$ cat config.mk
export PLATFORM = sky130hd
export DESIGN_NAME = exec_controller_flat
export DESIGN_NICKNAME = d
export VERILOG_FILES = /design/src/rtl/exec_controller_pkg.sv /design/src/rtl/exec_controller_if.sv /design/src/rtl/exec_controller_word_assembler.sv /design/src/rtl/exec_controller.sv /design/src/flat_wrapper.sv
export SDC_FILE = /design/constraint.sdc
export NUM_CORES = 1
export LEC_CHECK = 0
export CAP_MARGIN = 20
export CORE_ASPECT_RATIO = 1.4
export CORE_UTILIZATION = 50
export CTS_CLUSTER_DIAMETER = 120
export DETAILED_ROUTE_END_ITERATION = 6
export PLACE_DENSITY = 0.73
export SYNTH_ARGS = -nofsm -noshare
export SYNTH_HDL_FRONTEND = slang
export SYNTH_SLANG_ARGS = --single-unit
$ cat constraint.sdc
create_clock -name i_clock -period 3.1 [get_ports i_clock]
set_clock_uncertainty 0.1 [all_clocks]
set_input_delay 0.62 -clock i_clock [delete_from_list [all_inputs] [get_ports i_clock]]
set_output_delay 0.62 -clock i_clock [all_outputs]
set_load 0.02 [all_outputs]
$ cat src/rtl/exec_controller_pkg.sv
// Shared definitions for the execution sequencer: bus widths, UART command
// bytes, the HALT instruction word and the controller state encoding.
package exec_ctrl_pkg;

  localparam int unsigned NB_DATA      = 32;
  localparam int unsigned NB_BYTE      = 8;
  localparam int unsigned DEF_NB_ADDR  = 11;
  localparam int unsigned DEF_NB_CYCLE = 32;
  localparam int unsigned NB_STATE     = 3;

  localparam logic [NB_BYTE-1:0] CMD_LOAD  = 8'h4C;  // 'L'
  localparam logic [NB_BYTE-1:0] CMD_RUN   = 8'h43;  // 'C'
  localparam logic [NB_BYTE-1:0] CMD_STEP  = 8'h53;  // 'S'
  localparam logic [NB_BYTE-1:0] CMD_NEXT  = 8'h4E;  // 'N'
  localparam logic [NB_BYTE-1:0] CMD_ABORT = 8'h41;  // 'A'

  localparam logic [NB_DATA-1:0] HALT_INSTR = 32'hFFFF_FFFF;

  typedef enum logic [NB_STATE-1:0] {
    IDLE      = 3'd0,
    LOAD      = 3'd1,
    READY     = 3'd2,
    RUN       = 3'd3,
    STEP_WAIT = 3'd4,
    STEP_EXEC = 3'd5,
    DONE      = 3'd6
  } state_t;

endpackage

$ cat src/rtl/exec_controller_if.sv
// Bus between the UART/debug front-end, the pipeline and the sequencer.
// slave  : sequencer side (receives rx bytes and halt, drives memory/CPU control)
// master : front-end / pipeline side
interface exec_controller_if #(
  parameter int unsigned NB_ADDR  = 11,
  parameter int unsigned NB_CYCLE = 32
) ();
  import exec_ctrl_pkg::*;

  logic [NB_BYTE-1:0]  i_rx_data;
  logic                i_rx_valid;
  logic                i_halt;
  logic                o_mem_wr_en;
  logic [NB_ADDR-1:0]  o_mem_wr_addr;
  logic [NB_DATA-1:0]  o_mem_wr_data;
  logic                o_cpu_valid;
  logic                o_cpu_reset;
  logic [NB_CYCLE-1:0] o_cycle_count;
  logic                o_done;
  logic                o_load_error;
  logic [NB_STATE-1:0] o_state;

  modport slave (
    input  i_rx_data, i_rx_valid, i_halt,
    output o_mem_wr_en, o_mem_wr_addr, o_mem_wr_data, o_cpu_valid, o_cpu_reset,
           o_cycle_count, o_done, o_load_error, o_state
  );

  modport master (
    output i_rx_data, i_rx_valid, i_halt,
    input  o_mem_wr_en, o_mem_wr_addr, o_mem_wr_data, o_cpu_valid, o_cpu_reset,
           o_cycle_count, o_done, o_load_error, o_state
  );

endinterface

$ cat src/rtl/exec_controller_word_assembler.sv
// Packs a big-endian byte stream into words.
// clock, reset : clock and synchronous active-high reset
// clear        : restart word alignment (start of a new load)
// byte_valid   : byte strobe, byte_data : the byte
// word_valid_c : combinational pulse on the strobe of the 4th byte of a word
// word_c       : the completed word, valid with word_valid_c
module word_assembler
  import exec_ctrl_pkg::*;
(
  input  logic               clock,
  input  logic               reset,
  input  logic               clear,
  input  logic               byte_valid,
  input  logic [NB_BYTE-1:0] byte_data,
  output logic               word_valid_c,
  output logic [NB_DATA-1:0] word_c
);

  localparam int unsigned NB_SHIFT = NB_DATA - NB_BYTE;
  localparam int unsigned NB_CNT   = 2;

  logic [NB_CNT-1:0]   byte_cnt;
  logic [NB_SHIFT-1:0] shift;

  // Earlier bytes sit in the upper lanes; the live byte completes the word
  // without an extra register stage.
  assign word_c       = {shift, byte_data};
  assign word_valid_c = byte_valid && (byte_cnt == NB_CNT'(3));

  always_ff @(posedge clock) begin
    if (reset || clear) begin
      byte_cnt <= '0;
      shift    <= '0;
    end else if (byte_valid) begin
      byte_cnt <= byte_cnt + NB_CNT'(1);
      shift    <= {shift[NB_SHIFT-NB_BYTE-1:0], byte_data};
    end
  end

endmodule

$ cat src/rtl/exec_controller.sv
// Execution sequencer: loads program memory from the UART byte stream, then
// runs the pipeline continuously or single-stepped, counting enabled cycles.
// i_clock, i_reset : clock and synchronous active-high reset
// bus              : rx bytes, halt in; memory write port, cpu valid/reset,
//                    cycle count, done, load error and state out
module exec_controller
  import exec_ctrl_pkg::*;
#(
  parameter int unsigned NB_ADDR  = DEF_NB_ADDR,
  parameter int unsigned NB_CYCLE = DEF_NB_CYCLE
) (
  input  logic                i_clock,
  input  logic                i_reset,
  exec_controller_if.slave    bus
);

  state_t              state;
  logic [NB_ADDR-1:0]  addr;
  logic                cpu_valid;
  logic                cpu_reset;
  logic                mem_wr_en;
  logic [NB_ADDR-1:0]  mem_wr_addr;
  logic [NB_DATA-1:0]  mem_wr_data;
  logic [NB_CYCLE-1:0] cycle_count;
  logic                done;
  logic                load_error;

  logic                word_valid_c;
  logic [NB_DATA-1:0]  word_c;
  logic                cmd_state_c;
  logic                load_start_c;
  logic                asm_byte_valid_c;

  // States in which a new load may be started.
  assign cmd_state_c      = (state == IDLE) || (state == READY) || (state == DONE);
  assign load_start_c     = bus.i_rx_valid && (bus.i_rx_data == CMD_LOAD) && cmd_state_c;
  assign asm_byte_valid_c = bus.i_rx_valid && (state == LOAD);

  word_assembler u_word_assembler (
    .clock        (i_clock),
    .reset        (i_reset),
    .clear        (load_start_c),
    .byte_valid   (asm_byte_valid_c),
    .byte_data    (bus.i_rx_data),
    .word_valid_c (word_valid_c),
    .word_c       (word_c)
  );

  // Sequencer state machine with registered outputs.
  always_ff @(posedge i_clock) begin
    if (i_reset) begin
      state       <= IDLE;
      addr        <= '0;
      cpu_valid   <= 1'b0;
      cpu_reset   <= 1'b0;
      mem_wr_en   <= 1'b0;
      mem_wr_addr <= '0;
      mem_wr_data <= '0;
      cycle_count <= '0;
      done        <= 1'b0;
      load_error  <= 1'b0;
    end else begin
      cpu_reset <= 1'b0;
      mem_wr_en <= 1'b0;
      done      <= 1'b0;
      cpu_valid <= 1'b0;

      // Count every enabled pipeline clock, saturating at all-ones.
      if (cpu_valid && (cycle_count != '1)) begin
        cycle_count <= cycle_count + NB_CYCLE'(1);
      end

      case (state)
        IDLE: begin
          if (load_start_c) begin
            state      <= LOAD;
            addr       <= '0;
            load_error <= 1'b0;
          end
        end

        LOAD: begin
          if (word_valid_c) begin
            mem_wr_en   <= 1'b1;
            mem_wr_addr <= addr;
            mem_wr_data <= word_c;
            addr        <= addr + NB_ADDR'(1);
            if (word_c == HALT_INSTR) begin
              state <= READY;
            end else if (addr == '1) begin
              // Memory full without a HALT word: stop rather than wrap.
              load_error <= 1'b1;
              state      <= READY;
            end
          end
        end

        READY, DONE: begin
          if (load_start_c) begin
            state      <= LOAD;
            addr       <= '0;
            load_error <= 1'b0;
          end else if (bus.i_rx_valid && (bus.i_rx_data == CMD_RUN)) begin
            cpu_reset   <= 1'b1;
            cycle_count <= '0;
            state       <= RUN;
          end else if (bus.i_rx_valid && (bus.i_rx_data == CMD_STEP)) begin
            cpu_reset   <= 1'b1;
            cycle_count <= '0;
            state       <= STEP_WAIT;
          end
        end

        RUN: begin
          // The first RUN clock has valid low (pipeline is in soft reset),
          // so halt is only honoured once the pipeline is enabled.
          if (cpu_valid && bus.i_halt) begin
            state <= DONE;
            done  <= 1'b1;
          end else begin
            cpu_valid <= 1'b1;
          end
        end

        STEP_WAIT: begin
          if (bus.i_rx_valid && (bus.i_rx_data == CMD_NEXT)) begin
            state     <= STEP_EXEC;
            cpu_valid <= 1'b1;
          end else if (bus.i_rx_valid && (bus.i_rx_data == CMD_ABORT)) begin
            state <= DONE;
            done  <= 1'b1;
          end
        end

        STEP_EXEC: begin
          if (bus.i_halt) begin
            state <= DONE;
            done  <= 1'b1;
          end else begin
            state <= STEP_WAIT;
          end
        end

        default: state <= IDLE;
      endcase
    end
  end

  assign bus.o_state       = state;
  assign bus.o_cpu_valid   = cpu_valid;
  assign bus.o_cpu_reset   = cpu_reset;
  assign bus.o_mem_wr_en   = mem_wr_en;
  assign bus.o_mem_wr_addr = mem_wr_addr;
  assign bus.o_mem_wr_data = mem_wr_data;
  assign bus.o_cycle_count = cycle_count;
  assign bus.o_done        = done;
  assign bus.o_load_error  = load_error;

endmodule
$ cat src/flat_wrapper.sv
// flat-port wrapper written by rule: the top's interface ports become plain ports
module exec_controller_flat import exec_ctrl_pkg::*;
#(
  parameter int unsigned NB_ADDR  = DEF_NB_ADDR,
  parameter int unsigned NB_CYCLE = DEF_NB_CYCLE
)
  (i_clock, i_reset, bus_i_rx_data, bus_i_rx_valid, bus_i_halt, bus_o_mem_wr_en, bus_o_mem_wr_addr, bus_o_mem_wr_data, bus_o_cpu_valid, bus_o_cpu_reset, bus_o_cycle_count, bus_o_done, bus_o_load_error, bus_o_state);
  exec_controller_if #(.NB_ADDR(NB_ADDR), .NB_CYCLE(NB_CYCLE)) bus_i ();
  input  logic i_clock;
  input  logic i_reset;
  input wire logic [$bits(bus_i.i_rx_data)-1:0] bus_i_rx_data;
  input wire logic [$bits(bus_i.i_rx_valid)-1:0] bus_i_rx_valid;
  input wire logic [$bits(bus_i.i_halt)-1:0] bus_i_halt;
  output wire logic [$bits(bus_i.o_mem_wr_en)-1:0] bus_o_mem_wr_en;
  output wire logic [$bits(bus_i.o_mem_wr_addr)-1:0] bus_o_mem_wr_addr;
  output wire logic [$bits(bus_i.o_mem_wr_data)-1:0] bus_o_mem_wr_data;
  output wire logic [$bits(bus_i.o_cpu_valid)-1:0] bus_o_cpu_valid;
  output wire logic [$bits(bus_i.o_cpu_reset)-1:0] bus_o_cpu_reset;
  output wire logic [$bits(bus_i.o_cycle_count)-1:0] bus_o_cycle_count;
  output wire logic [$bits(bus_i.o_done)-1:0] bus_o_done;
  output wire logic [$bits(bus_i.o_load_error)-1:0] bus_o_load_error;
  output wire logic [$bits(bus_i.o_state)-1:0] bus_o_state;
  assign bus_i.i_rx_data = bus_i_rx_data;
  assign bus_i.i_rx_valid = bus_i_rx_valid;
  assign bus_i.i_halt = bus_i_halt;
  assign bus_o_mem_wr_en = bus_i.o_mem_wr_en;
  assign bus_o_mem_wr_addr = bus_i.o_mem_wr_addr;
  assign bus_o_mem_wr_data = bus_i.o_mem_wr_data;
  assign bus_o_cpu_valid = bus_i.o_cpu_valid;
  assign bus_o_cpu_reset = bus_i.o_cpu_reset;
  assign bus_o_cycle_count = bus_i.o_cycle_count;
  assign bus_o_done = bus_i.o_done;
  assign bus_o_load_error = bus_i.o_load_error;
  assign bus_o_state = bus_i.o_state;
  exec_controller #(.NB_ADDR(NB_ADDR), .NB_CYCLE(NB_CYCLE)) u_core (.i_clock(i_clock), .i_reset(i_reset), .bus(bus_i));
endmodule
Word-level counts from Yosys, hierarchy flattened
Index checks and enable logic that the tools add are counted.
{"block": "totals", "elab_cells": 100, "ff_bits": 120, "out_inout_bits": 83, "rom_bits": 0, "memories": 0, "latch_bits": 0, "in_bits": 12, "mem_bits_rw": 0}
{"block": "classes", "reduce_logical": 23, "n_bitwise": 2, "eq_ne": 24, "muxes": 36, "n_addsub": 3, "mul": 0, "magnitude_cmp": 0, "shifts": 0, "div": 0}
{"operator": "32-bit 2-to-1 mux", "n": 5}
{"operator": "8-bit by 7-bit == test with 1-bit output, second input constant", "n": 5}
{"operator": "32-bit by 1-bit adder with 32-bit output, second input constant", "n": 1}
{"operator": "32-bit == test, second input constant", "n": 1}
{"operator": "32-bit != test, second input constant", "n": 1}
{"operator": "3-bit 2-to-1 mux", "n": 10}
{"operator": "11-bit 2-to-1 mux", "n": 2}
{"operator": "11-bit case mux with 2 select lines", "n": 1}
{"operator": "3-bit case mux with 6 select lines", "n": 1}
{"operator": "1-bit 2-to-1 mux", "n": 13}
{"operator": "11-bit by 1-bit adder with 11-bit output, second input constant", "n": 1}
{"operator": "11-bit == test, second input constant", "n": 1}
{"operator": "1-bit logical AND", "n": 10}
{"operator": "3-bit == test, second input constant", "n": 3}
{"operator": "2-bit != test, second input constant", "n": 4}
{"operator": "3-bit by 2-bit == test with 1-bit output, second input constant", "n": 2}
{"operator": "6-bit AND reduction", "n": 1}
{"operator": "3-bit OR reduction", "n": 2}
{"operator": "5-bit AND reduction", "n": 1}
{"operator": "2-bit by 1-bit != test with 1-bit output, second input constant", "n": 2}
{"operator": "4-bit by 2-bit != test with 1-bit output, second input constant", "n": 1}
{"operator": "1-bit case mux with 2 select lines", "n": 2}
{"operator": "2-bit OR reduction", "n": 2}
{"operator": "3-bit by 1-bit == test with 1-bit output, second input constant", "n": 1}
{"operator": "12 further kinds", "n": 15}

Longest topological paths before layout
Gate-level depths: netlist (run 1).
{"block": "depth", "depth_word": 7, "depth_mapped": 8}

Cells and area by module
A second synthesis (run 1) with hierarchy kept.
{"block": "unflattened", "cells_unflattened": 624, "area_unflattened_um2": 5325.1}
{"module": "exec_controller", "cells_each": 529, "instances": 1, "area_each_um2": 4285.4}
{"module": "word_assembler", "cells_each": 95, "instances": 1, "area_each_um2": 1039.7}

Worst setup path after synthesis (run 1)
OpenSTA, ideal clock, no wires.
{"block": "synth_path", "kind": "reg-to-reg", "from": "reg u_core.cycle_count[0], in the netlist u_core.bus.o_cycle_count[0]", "to": "reg u_core.cycle_count[24], in the netlist u_core.bus.o_cycle_count[24]", "path_stages_with_launch": 8, "path_slack_ns": 0.691, "synth_period_minus_slack_ns": 2.409, "setup_time_ns": 0.070, "t_arrival_ns": 2.239, "n_path_buf": 1, "path_cell_list": "dfxtp_1 ha_1 nand2_1 or4_4 or4_4 buf_6 or3_1 a21oi_1"}
{"block": "synth_between", "elab_chain_cells": 7}
{"element": "from (decl)", "line": "exec_controller.sv:24", "rtl": "logic [NB_CYCLE-1:0] cycle_count;"}
{"element": "from (signal assigned)", "line": "exec_controller.sv:70", "rtl": "cycle_count <= cycle_count + NB_CYCLE'(1);"}
{"element": "branches (longest 2 deep; another with 32-bit by 1-bit adder with 32-bit output)"}
{"element": "32-bit 2-to-1 mux *", "line": "exec_controller.sv:69", "rtl": "if (cpu_valid && (cycle_count != '1)) begin"}
{"element": "32-bit 2-to-1 mux", "line": "exec_controller.sv:107", "rtl": "end else if (bus.i_rx_valid && (bus.i_rx_data == CMD_STEP)) begin"}
{"element": "32-bit 2-to-1 mux", "line": "exec_controller.sv:103", "rtl": "end else if (bus.i_rx_valid && (bus.i_rx_data == CMD_RUN)) begin"}
{"element": "32-bit 2-to-1 mux", "line": "exec_controller.sv:99", "rtl": "if (load_start_c) begin"}
{"element": "32-bit 2-to-1 mux *", "line": "exec_controller.sv:73", "rtl": "case (state)"}
Mark *: on every way between the ends.
A chain may end at the register's enable or synchronous reset.

Final worst setup path (run 1)
{"block": "layout_path", "from": "in bus_i_rx_data[5]", "to": "reg u_core.addr[7]"}
{"block": "layout_between", "elab_chain_cells": 5}
{"element": "from (decl)", "line": "flat_wrapper.sv:11", "rtl": "input wire logic [$bits(bus_i.i_rx_data)-1:0] bus_i_rx_data;"}
{"element": "8-bit by 7-bit == test with 1-bit output", "line": "exec_controller.sv:36", "rtl": "assign load_start_c = bus.i_rx_valid && (bus.i_rx_data == CMD_LOAD) && cmd_state_c;"}
{"element": "1-bit logical AND (2 in series)", "line": "exec_controller.sv:36"}
{"element": "2-bit by 1-bit != test with 1-bit output (no source line)"}
{"element": "3-bit AND reduction (no source line)"}
{"element": "to (signal assigned)", "line": "exec_controller.sv:87", "rtl": "addr <= addr + NB_ADDR'(1);"}
{"element": "to (decl)", "line": "exec_controller.sv:18", "rtl": "logic [NB_ADDR-1:0] addr;"}
Every way passes these cells.

==> results.md, run 1 <==
- Area growth from synthesis to layout: 34.8%
- Ys flop type: dfxtp_1
- Worst Setup Slack, final: 0.523 ns
- H-tree depth: 4
- DR vias/cell: 5.58
- Multi-input logic area: 0.00255 mm²
- Worst slack, placed: 0.144 ns
- Min Clock Period, post-route: 2.58 ns
- FF/Latch Area: 0.00240 mm²
- Status: finished, final reports clean
- Post-CTS Resized: 0
- Final hold vios: 0
- Mapped Area: 0.00515 mm²
- Leak: 0.00231 µW
- Final setup vio count: 0
- Worst Reg2Reg Path Length in Cells: 6
- Post-synth EDFFs: 0
- Post-DP Area: 0.00629 mm²
- Power density cells: 553 mW/mm²
- Clock latency on the worst-skew pair: 0.42 ns
- Fin crit share: 0.831
- Synth Warn #: 0
- Synth top area cells: dfxtp_1 47%, nand2_1 13%, a21oi_1 10%
- Via count: 5007
- Register bit total from synthesis: 120
- Die footprint: 0.0107 mm²
- Post-CTS Hold Fix Bufs: 0
- Startpoint types: input pin
- # Max-Cap Violations: 0
- Fin. max-slew vios: 0
- RSZ-0062 raised after global routing: no
- Cell taking the most area after synthesis: dfxtp_1
- Starting DRT DRC Count: 283
- Postcts setup bufs: 0
- Num CTS Buffers: 17
- Worst-Margin Slew: 0.810 ns
- Avg Inst Size Synth: 7.94 µm²
- RD Place Congestion: 0.859
- # nets final: 764
- Setup TNS: 0 ns
- Tot GR Track Use: 0.260
- Chip height: 122 µm
- Fillers: 820
- Fmax: 388 MHz
- N_diodes: 0
- Vias in the first global route: 4571
- CP endpoint kind: register
- CTS tree: built
- Residual DRC: 0
- Register area share after synthesis: 0.467
- I/O Pins: 95
- Initial Util: 0.517
- Hold Path Cell Cnt: 2
- Final wirelength: 13.3 mm
- Slew HR: 0.459
- First-pass GRT wire length: 21.7 mm
- Critical-path maximum fanout: 13
- Antenna violations before repair: 0
- Final hold slack: 0.352 ns
- Global route overflow: 0
- ANT nets after route: 0
- FFs w/ async S/R, synth: 0
- WL per Instance: 14.9 µm
- Worst R2R End: u_core.bus.o_cycle_count[30]
- HP Start: u_core.bus.o_mem_wr_addr[6]
- Peak supply drop: 0.419 mV
- Largest net degree at the start of global routing: 46
- Synth top area share: 0.467
- RR Startpoint: u_core.bus.o_cycle_count[0]
- Syn Nets: 663
- Root buf cell: clkbuf_16
- Mapped Cells: 648
- Fin area: 0.00694 mm²
- CTS Buffer Depth: 2
- Setup slack, reg-to-reg: 0.62 ns
- Hold Crit Class: reg2reg
- DPL Wire Length: 9.18 mm
- Port Buffers: 94
- Commonest non-fill, non-tap cells in the layout: 174 x nand2_1, 120 x dfxtp_1, 104 x a21oi_1, 93 x clkdlybuf4s50_1
- Hold worst-path end: u_core.bus.o_mem_wr_addr[6]
- CP Class: in2reg
- Worst-path clk slew: 0.05 ns
- Clock Sinks: 120
- Die W: 87.8 µm
- Worst EP arrival: 2.82 ns
- Leading cell type in the layout, fill and taps excluded: nand2_1
- Synth cell types: 55
- Core area: 0.00995 mm²
- FP Rows: 43
- Detailed Routing Iterations Pass 1: 6
- Ratio of cells with drive above 1 in the final layout: 0.0892
- WP data required: 3.35 ns
[through the flow]
stage,instances,utilization,total power (µW)
after floorplan,648,-,1660
after global placement,865,0.632,1720
after detailed placement,865,0.632,1720
after CTS,897,0.697,3850
after global routing,897,0.697,3930
final,897,0.697,3840
[state kept, by name, summed over array words and instances, names as in the netlist]
signal / count
u_core.bus.o_cycle_count: 32
u_core.bus.o_mem_wr_data: 32
u_core.u_word_assembler.shift: 24
u_core.addr: 11
u_core.bus.o_mem_wr_addr: 11
u_core.bus.o_state: 3
u_core.u_word_assembler.byte_cnt: 2
u_core.bus.o_cpu_reset: 1
u_core.bus.o_cpu_valid: 1
u_core.bus.o_done: 1
u_core.bus.o_load_error: 1
u_core.bus.o_mem_wr_en: 1
[Yosys cell counts (all sizes together), types with 2 or more instances]
master and count:
o31a 2, and2 2, o21ai 20, nor4 3
and4 3, inv 10, nand2 174, a31oi 3
a211oi 4, or4 12, mux2i 7, a21o 2
nor2 21, buf 10, xor2 4, nor2b 5
and3 4, a21oi 104, ha 3, nand3 13
nand4bb 2, a2111o 2, nand4 22, or3 17
nor3b 2, clkbuf 25, nor3 13, o31ai 11
nand2b 8, dfxtp 120, nor4bb 2, a31o 2
o211ai 3
[critical path, cell delays in order]
cell and delay, ns:
clkdlybuf4s50_1 0.47, or4bb_1 0.58, nor2_1 0.15, a21oi_1 0.25, or4_1 0.58, a21oi_1 0.16
[layout make-up]
| class | count | share of cell area |
|---|---|---|
| clock buffers | 20 | 0.0644 |
| clock inverters | 12 | 0.0287 |
| inverters | 10 | 0.00541 |
| multi-input cells | 483 | 0.368 |
| flip-flops and latches | 120 | 0.346 |
| well taps | 135 | 0.0243 |
| repair buffers | 117 | 0.163 |
[cell families (layout without fill, tap and decap cells)]
| family | Yosys count | in the layout | synth area share |
|---|---|---|---|
| and+or+nand+nor | 308 | 308 | 0.289 |
| AOI/OAI and AO/OA | 159 | 159 | 0.175 |
| DFF | 120 | 120 | 0.467 |
| buffers and inverters | 45 | 159 | 0.0377 |
| muxes | 8 | 8 | 0.0158 |
| xor gates and xnor gates | 5 | 5 | 0.00851 |
| adders and majority gates | 3 | 3 | 0.00729 |
[layer usage]
layer / part of all wire / vias up / GRT usage
met5: 0 / - / 0
met4: 0.027 / 0 / 0.127
met3: 0.047 / 29 / 0.0508
met2: 0.50 / 151 / 0.437
met1: 0.43 / 2337 / 0.312
li1: - / 2490 / -
[power breakdown]
group,internal (µW),switching (µW),leakage [µW]
Sequential,1550,11.7,0.000966
Clock,1440,700,0.000314
Combinational,52.7,77.5,0.00103
[how the worst max path moves through the flow]
stage / from / endpoint / slack, ns / depth (start not counted)
final: bus_i_rx_data[5] / u_core.addr[7] / 0.52 / 6
after global routing: bus_i_rx_data[5] / u_core.addr[3] / 0.37 / 6
after CTS: bus_i_rx_data[5] / u_core.addr[7] / 0.53 / 6
after detailed placement: bus_i_rx_data[5] / u_core.addr[9] / 0.14 / 6
after global placement: bus_i_rx_data[5] / u_core.addr[7] / 0.18 / 6
after floorplan: u_core.bus.o_cycle_count[0] / u_core.bus.o_cycle_count[24] / 0.69 / 7
(Power assumes the default switching activity.)
==> run 2: changes to the inputs <==
==> constraint.sdc (replaced) <==
create_clock -name i_clock -period 2.7 [get_ports i_clock]
set_clock_uncertainty 0.1 [all_clocks]
set_input_delay 0.54 -clock i_clock [delete_from_list [all_inputs] [get_ports i_clock]]
set_output_delay 0.54 -clock i_clock [all_outputs]
set_load 0.02 [all_outputs]
==> run 2 against run 1 <==
  * Global-route usage increased by 1.1 points
  * Count of clock-buffer cells in the layout did not move
  * Die area unchanged
  * Via count grew 2.9%
  * Worst hold slack is essentially flat
  * Combinational power increased by 28%
  * Power up 11%
  * Core utilization increased by 0.47 points
  * Register-to-register slack worse by 0.37 ns
  * Non-clock buffer count grew 13
  * Cell count is 1.4% higher
  * Design area is 0.67% higher
  * Critical endpoint is now u_core.bus.o_cycle_count[30]
  * Largest cell class unchanged
  * Highest routed layer unchanged
==> results.md, run 2 (synthesis gave the netlist of run 1 again) <==
- Status: finished, final reports clean
- Critical-path maximum fanout: 11
- Combinational share of power: 0.039
- Final setup vio count: 0
- DR vias/cell: 5.66
- Via count: 5154
- Fmax: 408 MHz
- Slew HR: 0.524
- Sequential share of power: 0.420
- Worst EP arrival: 2.65 ns
- Switching Share: 0.214
- H-tree depth: 4
- Worst Setup Slack, final: 0.251 ns
- Worst-Margin Slew: 0.714 ns
- Peak supply drop: 0.448 mV
- RSZ-0062 raised after global routing: no
- Final wirelength: 13.7 mm
- Power density cells: 608 mW/mm²
- CP endpoint kind: register
- Int Pwr: 3340 µW
- Startpoint types: register
- CTS Buffer Depth: 2
- Area growth from synthesis to layout: 35.7%
- Clk pwr share: 0.540
- FP Rows: 43
- Global route overflow: 0
- First-pass GRT wire length: 22.7 mm
- Fin. max-slew vios: 0
- Worst slack, placed: -0.133 ns
- Root buf cell: clkbuf_16
- Hold Path Cell Cnt: 2
- Port Buffers: 94
- Detailed Routing Iterations Pass 1: 5
- N_diodes: 0
- Chip height: 122 µm
- Tot GR Track Use: 0.271
- Hold Crit Class: reg2reg
- Antenna violations before repair: 0
- CTS tree: built
- Fillers: 828
- WL per Instance: 15.1 µm
- Die footprint: 0.0107 mm²
- DP Cell Count: 878
- ANT nets after route: 0
- Post-CTS Hold Fix Bufs: 0
- Clock latency on the worst-skew pair: 0.41 ns
- Post-CTS Resized: 0
- Largest net degree at the start of global routing: 47
- Final Non-Filler Cells: 910
- Final hold vios: 0
- Leak: 0.00234 µW
- I/O Pins: 95
- HP Start: u_core.bus.o_mem_wr_addr[3]
- CP Class: reg2reg
- Initial Util: 0.517
- # Max-Cap Violations: 0
- Commonest non-fill, non-tap cells in the layout: 174 x nand2_1, 120 x dfxtp_1, 104 x a21oi_1, 93 x clkdlybuf4s50_1, 35 x buf_4
- RR Startpoint: u_core.bus.o_cycle_count[7]
- Sw Pwr: 907 µW
- Residual DRC: 0
- Min Clock Period, post-route: 2.45 ns
- Leading cell type in the layout, fill and taps excluded: nand2_1
- Fin crit share: 0.907
- Starting DRT DRC Count: 342
- Die W: 87.8 µm
- Postcts setup bufs: 0
- Clock Sinks: 120
- Core area: 0.00995 mm²
- Vias in the first global route: 4881
- DPL Wire Length: 9.48 mm
- Num CTS Buffers: 17
- WP data required: 2.91 ns
- CP startpoint: u_core.bus.o_cycle_count[7]
- Ratio of cells with drive above 1 in the final layout: 0.106
- # nets final: 777
- Worst Reg2Reg Path Length in Cells: 5
- RD Place Congestion: 0.870
- Worst-path clk slew: 0.06 ns
## run 2: critical path, stage by stage (launching register included)
cell and delay (ns):
dfxtp_1 0.47, nand4_2 0.16, or4_4 0.54, or4_4 0.52, o31a_2 0.37, o21a_1 0.18
## run 2: power groups by stage
stage / Sequential (µW) / Combinational, µW / Clock (µW)
4_1_cts: 1790 / 166 / 2320
6_report: 1790 / 167 / 2300
5_1_grt: 1790 / 183 / 2400
2_1_floorplan: 1830 / 84.4 / 0
3_3_place_gp: 1820 / 163 / 0
3_5_place_dp: 1820 / 166 / 0
## run 2: path summary, 6_finish.rpt
path / slack [ns] / endpoint
worst max register to register: 0.25 / u_core.bus.o_cycle_count[30]
worst min register to register: 0.35 / u_core.bus.o_mem_wr_addr[3]
worst max-delay path: 0.25 / u_core.bus.o_cycle_count[30]
worst min-delay path: 0.35 / u_core.bus.o_mem_wr_addr[3]
## run 2: through the flow
step	hold WS, ns	power, µW	setup TNS [ns]	utilization	instance area (µm²)
after global routing	0.373	4370	0	0.702	6990
after floorplan	0.340	1910	0	-	5150
after global placement	0.341	1990	-0.191	0.641	6380
final	0.352	4250	0	0.702	6990
after CTS	0.355	4270	0	0.702	6990
after detailed placement	0.348	1990	-0.588	0.641	6380
## run 2: area by class of cell
cell class / instances / area (µm²) / share of cell area
Clock buffer: 20 / 457 / 0.0654
Clock inverter: 12 / 150 / 0.0215
Inverter: 10 / 37.5 / 0.00537
Multi-Input combinational cell: 483 / 2550 / 0.365
Sequential cell: 120 / 2400 / 0.344
Tap cell: 135 / 169 / 0.0242
Timing Repair Buffer: 130 / 1220 / 0.174
## run 2: routing by layer
layer,part of all wire,GRT usage,vias to the layer above
met2,0.50,0.457,181
met5,0,0,-
met1,0.42,0.318,2419
met3,0.056,0.0657,35
li1,-,-,2519
met4,0.029,0.127,0
==> run 3: changes to the inputs <==
--- a/config.mk
+++ b/config.mk
@@ -11,6 +11,7 @@
 export CTS_CLUSTER_DIAMETER = 120
 export DETAILED_ROUTE_END_ITERATION = 6
 export PLACE_DENSITY = 0.73
+export SLEW_MARGIN = 20
 export SYNTH_ARGS = -nofsm -noshare
 export SYNTH_HDL_FRONTEND = slang
 export SYNTH_SLANG_ARGS = --single-unit
==> results of run 3 <==
Final layout, timing and power as in run 2 (identical DEF).
==> edit (config.mk and constraints of run 3) <==
Reset style: asynchronous (`i_reset`), changed in one clocked block. Comments in the files are not updated.
--- a/src/rtl/exec_controller.sv
+++ b/src/rtl/exec_controller.sv
@@ -47,7 +47,7 @@
   );
 
   // Sequencer state machine with registered outputs.
-  always_ff @(posedge i_clock) begin
+  always_ff @(posedge i_clock or posedge i_reset) begin
     if (i_reset) begin
       state       <= IDLE;
       addr        <= '0;
Check against the original RTL: differs if i_reset is asserted again (counterexample within 4 cycles, from zero or initial values and one cycle with i_reset high); with i_reset held inactive, the same outputs for 10 cycles.
==> edit against run 3 <==
Routed wire length grew 3.4%. Area after synthesis grew 9.4%. Count of clock-buffer cells in the layout grew 3. Cell area grew 4.7%. Sequential cell count is the same. Critical path type unchanged. Worst hold slack gained 0.0039 ns. Largest cell class is now sequential cells. Via count shrank 2.0%. Worst setup slack gained 0.063 ns. Highest routed layer unchanged.
Power is not compared: it rests on default switching activity, and its combinational part moved more than twofold at a synthesized area within 25%.
==> edit: results (changes against run 3) <==
- The total congestion overflow is 0 (unchanged).
- Top post-synthesis cells by area: sky130_fd_sc_hd__dfrtp_1 (42%), sky130_fd_sc_hd__nand2_1 (14%), sky130_fd_sc_hd__dfxtp_1 (9.2%) (was sky130_fd_sc_hd__dfxtp_1 (47%), sky130_fd_sc_hd__nand2_1 (13%), sky130_fd_sc_hd__a21oi_1 (10%)).
* WP data arrival: 2.62 ns (was 2.65 ns)
- The final hold slack came to 0.356 ns (was 0.352 ns).
- First-pass GRT wire length: 24.0 mm (was 22.7 mm)
* Setup slack of the critical path after layout: 0.314 ns (was 0.251 ns)
* Pin count of the biggest net entering global routing: 71 (was 47)
- The H-tree depth came to 4 (unchanged).
- In this run the static leakage power is 3.14 nW.
* Antenna diode instance count: 0 (unchanged)
- The via count is 5049 (was 5154).
- Worst hold path class: register to register (unchanged)
- Actual transition at the worst max-transition pin: 0.578 ns (was 0.714 ns)
* Count of distinct cell types in the synthesized netlist: 61 (was 55)
- Post-CTS repair timing setup buffer count: 0 (unchanged)
- The buffer cell driving the clock tree root was sky130_fd_sc_hd__clkbuf_16 (unchanged).
- Primary FF master, synth: sky130_fd_sc_hd__dfrtp_1 (was sky130_fd_sc_hd__dfxtp_1)
* Total of cells resized after clock tree synthesis: 0 (unchanged)
- The last weighted congestion value of the routability-driven placer is 0.902 (was 0.870).
- The number of antenna violations at the first check in global routing is 0 (unchanged).
* Result of the run: finished, final reports clean (unchanged)
- Clock-pin slew was measured on the worst setup and hold paths at 0.05 ns.
- The worst slack after detailed placement is -0.0773 ns (was -0.133 ns).
- Number of buffers created by CTS: 17 (unchanged)
- The number of global-route vias before repair was 4918 (was 4881).
- The ratio of cells with drive above 1 in the final layout came to 10.5% (was 10.6%).
- Later-pin clock latency in the skew report: 0.42 ns
- Placement-stage cell area: 6760 µm² (was 6380 µm²)
* R2R Setup Slk: 0.31 ns (was 0.25 ns)
- The total of buffers placed on input and output ports came to 94 (unchanged).
- Yosys synthesis warning count: 0 (unchanged)
- Total detailed-routing wirelength: 14.2 mm (was 13.7 mm)
- Initial drt markers: 288 (was 342)
- The HPWL after detailed placement came to 9.83 mm (was 9.48 mm).
* Total routing resource utilization after global routing: 26.0% (was 27.1%)
- Maximum ir drop on the vdd rail: about 0.00054 V
* First-pass iteration count of the detailed router: 5 (unchanged)
* Sequential element share of the synthesized area: 51.0% (was 46.7%)
- Net total in the final layout: 761 (was 777)
- Crit path max fanout: 6 (was 11)
- Top cell types by occurrence after synthesis: sky130_fd_sc_hd__nand2_1 (211), sky130_fd_sc_hd__dfrtp_1 (94), sky130_fd_sc_hd__a21oi_1 (39) (was sky130_fd_sc_hd__nand2_1 (174), sky130_fd_sc_hd__dfxtp_1 (120), sky130_fd_sc_hd__a21oi_1 (104))
* Bufs on Longest Clock Path: 2 (unchanged)
- The share of flip-flops with an asynchronous set or reset after synthesis is 78.3% (was 0%).
- The number of nets in the synthesized netlist came to 659 (was 663).
==> edit: logic make-up after synthesis <==
family	Yosys count	share of synthesized area [%]
DFF	120	51.0
and+or+nand+nor	353	29.1
xor gates and xnor gates	14	2.18
buffers and inverters	45	4.36
AOI/OAI and AO/OA	109	12.6
adders and majority gates	3	0.667
==> edit: final cells by class <==
cell class / count / area (µm²)
clock buffer: 23 / 448
clock inverter: 9 / 103
fill: 904 / 3610
inverter: 11 / 45.0
multi-input combinational: 479 / 2520
sequential: 120 / 2870
tap: 141 / 176
timing repair buffer: 117 / 1150
==> edit: final timing paths <==
path / startpoint / endpoint / cells after the start
worst max-delay path: u_core.bus.o_cycle_count[16] / u_core.bus.o_cycle_count[31] / 5
worst min-delay path: u_core.u_word_assembler.shift[23] / u_core.bus.o_mem_wr_data[31] / 2
worst max register to register: u_core.bus.o_cycle_count[16] / u_core.bus.o_cycle_count[31] / 5
worst min register to register: u_core.u_word_assembler.shift[23] / u_core.bus.o_mem_wr_data[31] / 2
max in group asynchronous: i_reset / u_core.addr[4] / 3
min in group asynchronous: i_reset / u_core.bus.o_mem_wr_data[7] / 3
==> edit: report_power, final <==
part / switching (W) / leakage, nW / total (W) / internal [W]
sequential: 0.0000508 / 1.37 / 0.00187 / 0.00182
clock: 0.000785 / 0.261 / 0.00213 / 0.00135
combinational: 0.000292 / 1.51 / 0.000483 / 0.000191
==> edit: critical path, stage by stage, from the launching register on <==
cell and delay [ns]:
sky130_fd_sc_hd__dfrtp_1 0.44, sky130_fd_sc_hd__nand3_2 0.15, sky130_fd_sc_hd__nor4_1 0.55, sky130_fd_sc_hd__nand4_1 0.36, sky130_fd_sc_hd__or4_1 0.55, sky130_fd_sc_hd__a21oi_1 0.17
==> edit: metal layers <==
layer  vias to the layer above  global-route usage, %  routed length [µm]
met5                         -                      0                   0
li1                       2423                      -                   -
met1                      2465                   31.1                5870
met4                         0                   10.2                 385
met3                        33                   5.89                 620
met2                       128                   45.3                7310
==> edit: stage by stage <==
stage / utilization, % / instances / TNS, ns
finish: 66.9 / 900 / 0
global route: 66.9 / 900 / 0
floorplan: - / 644 / -4.35
global placement: 61.9 / 868 / 0
detailed placement: 61.9 / 868 / -0.0773
CTS: 66.9 / 900 / 0
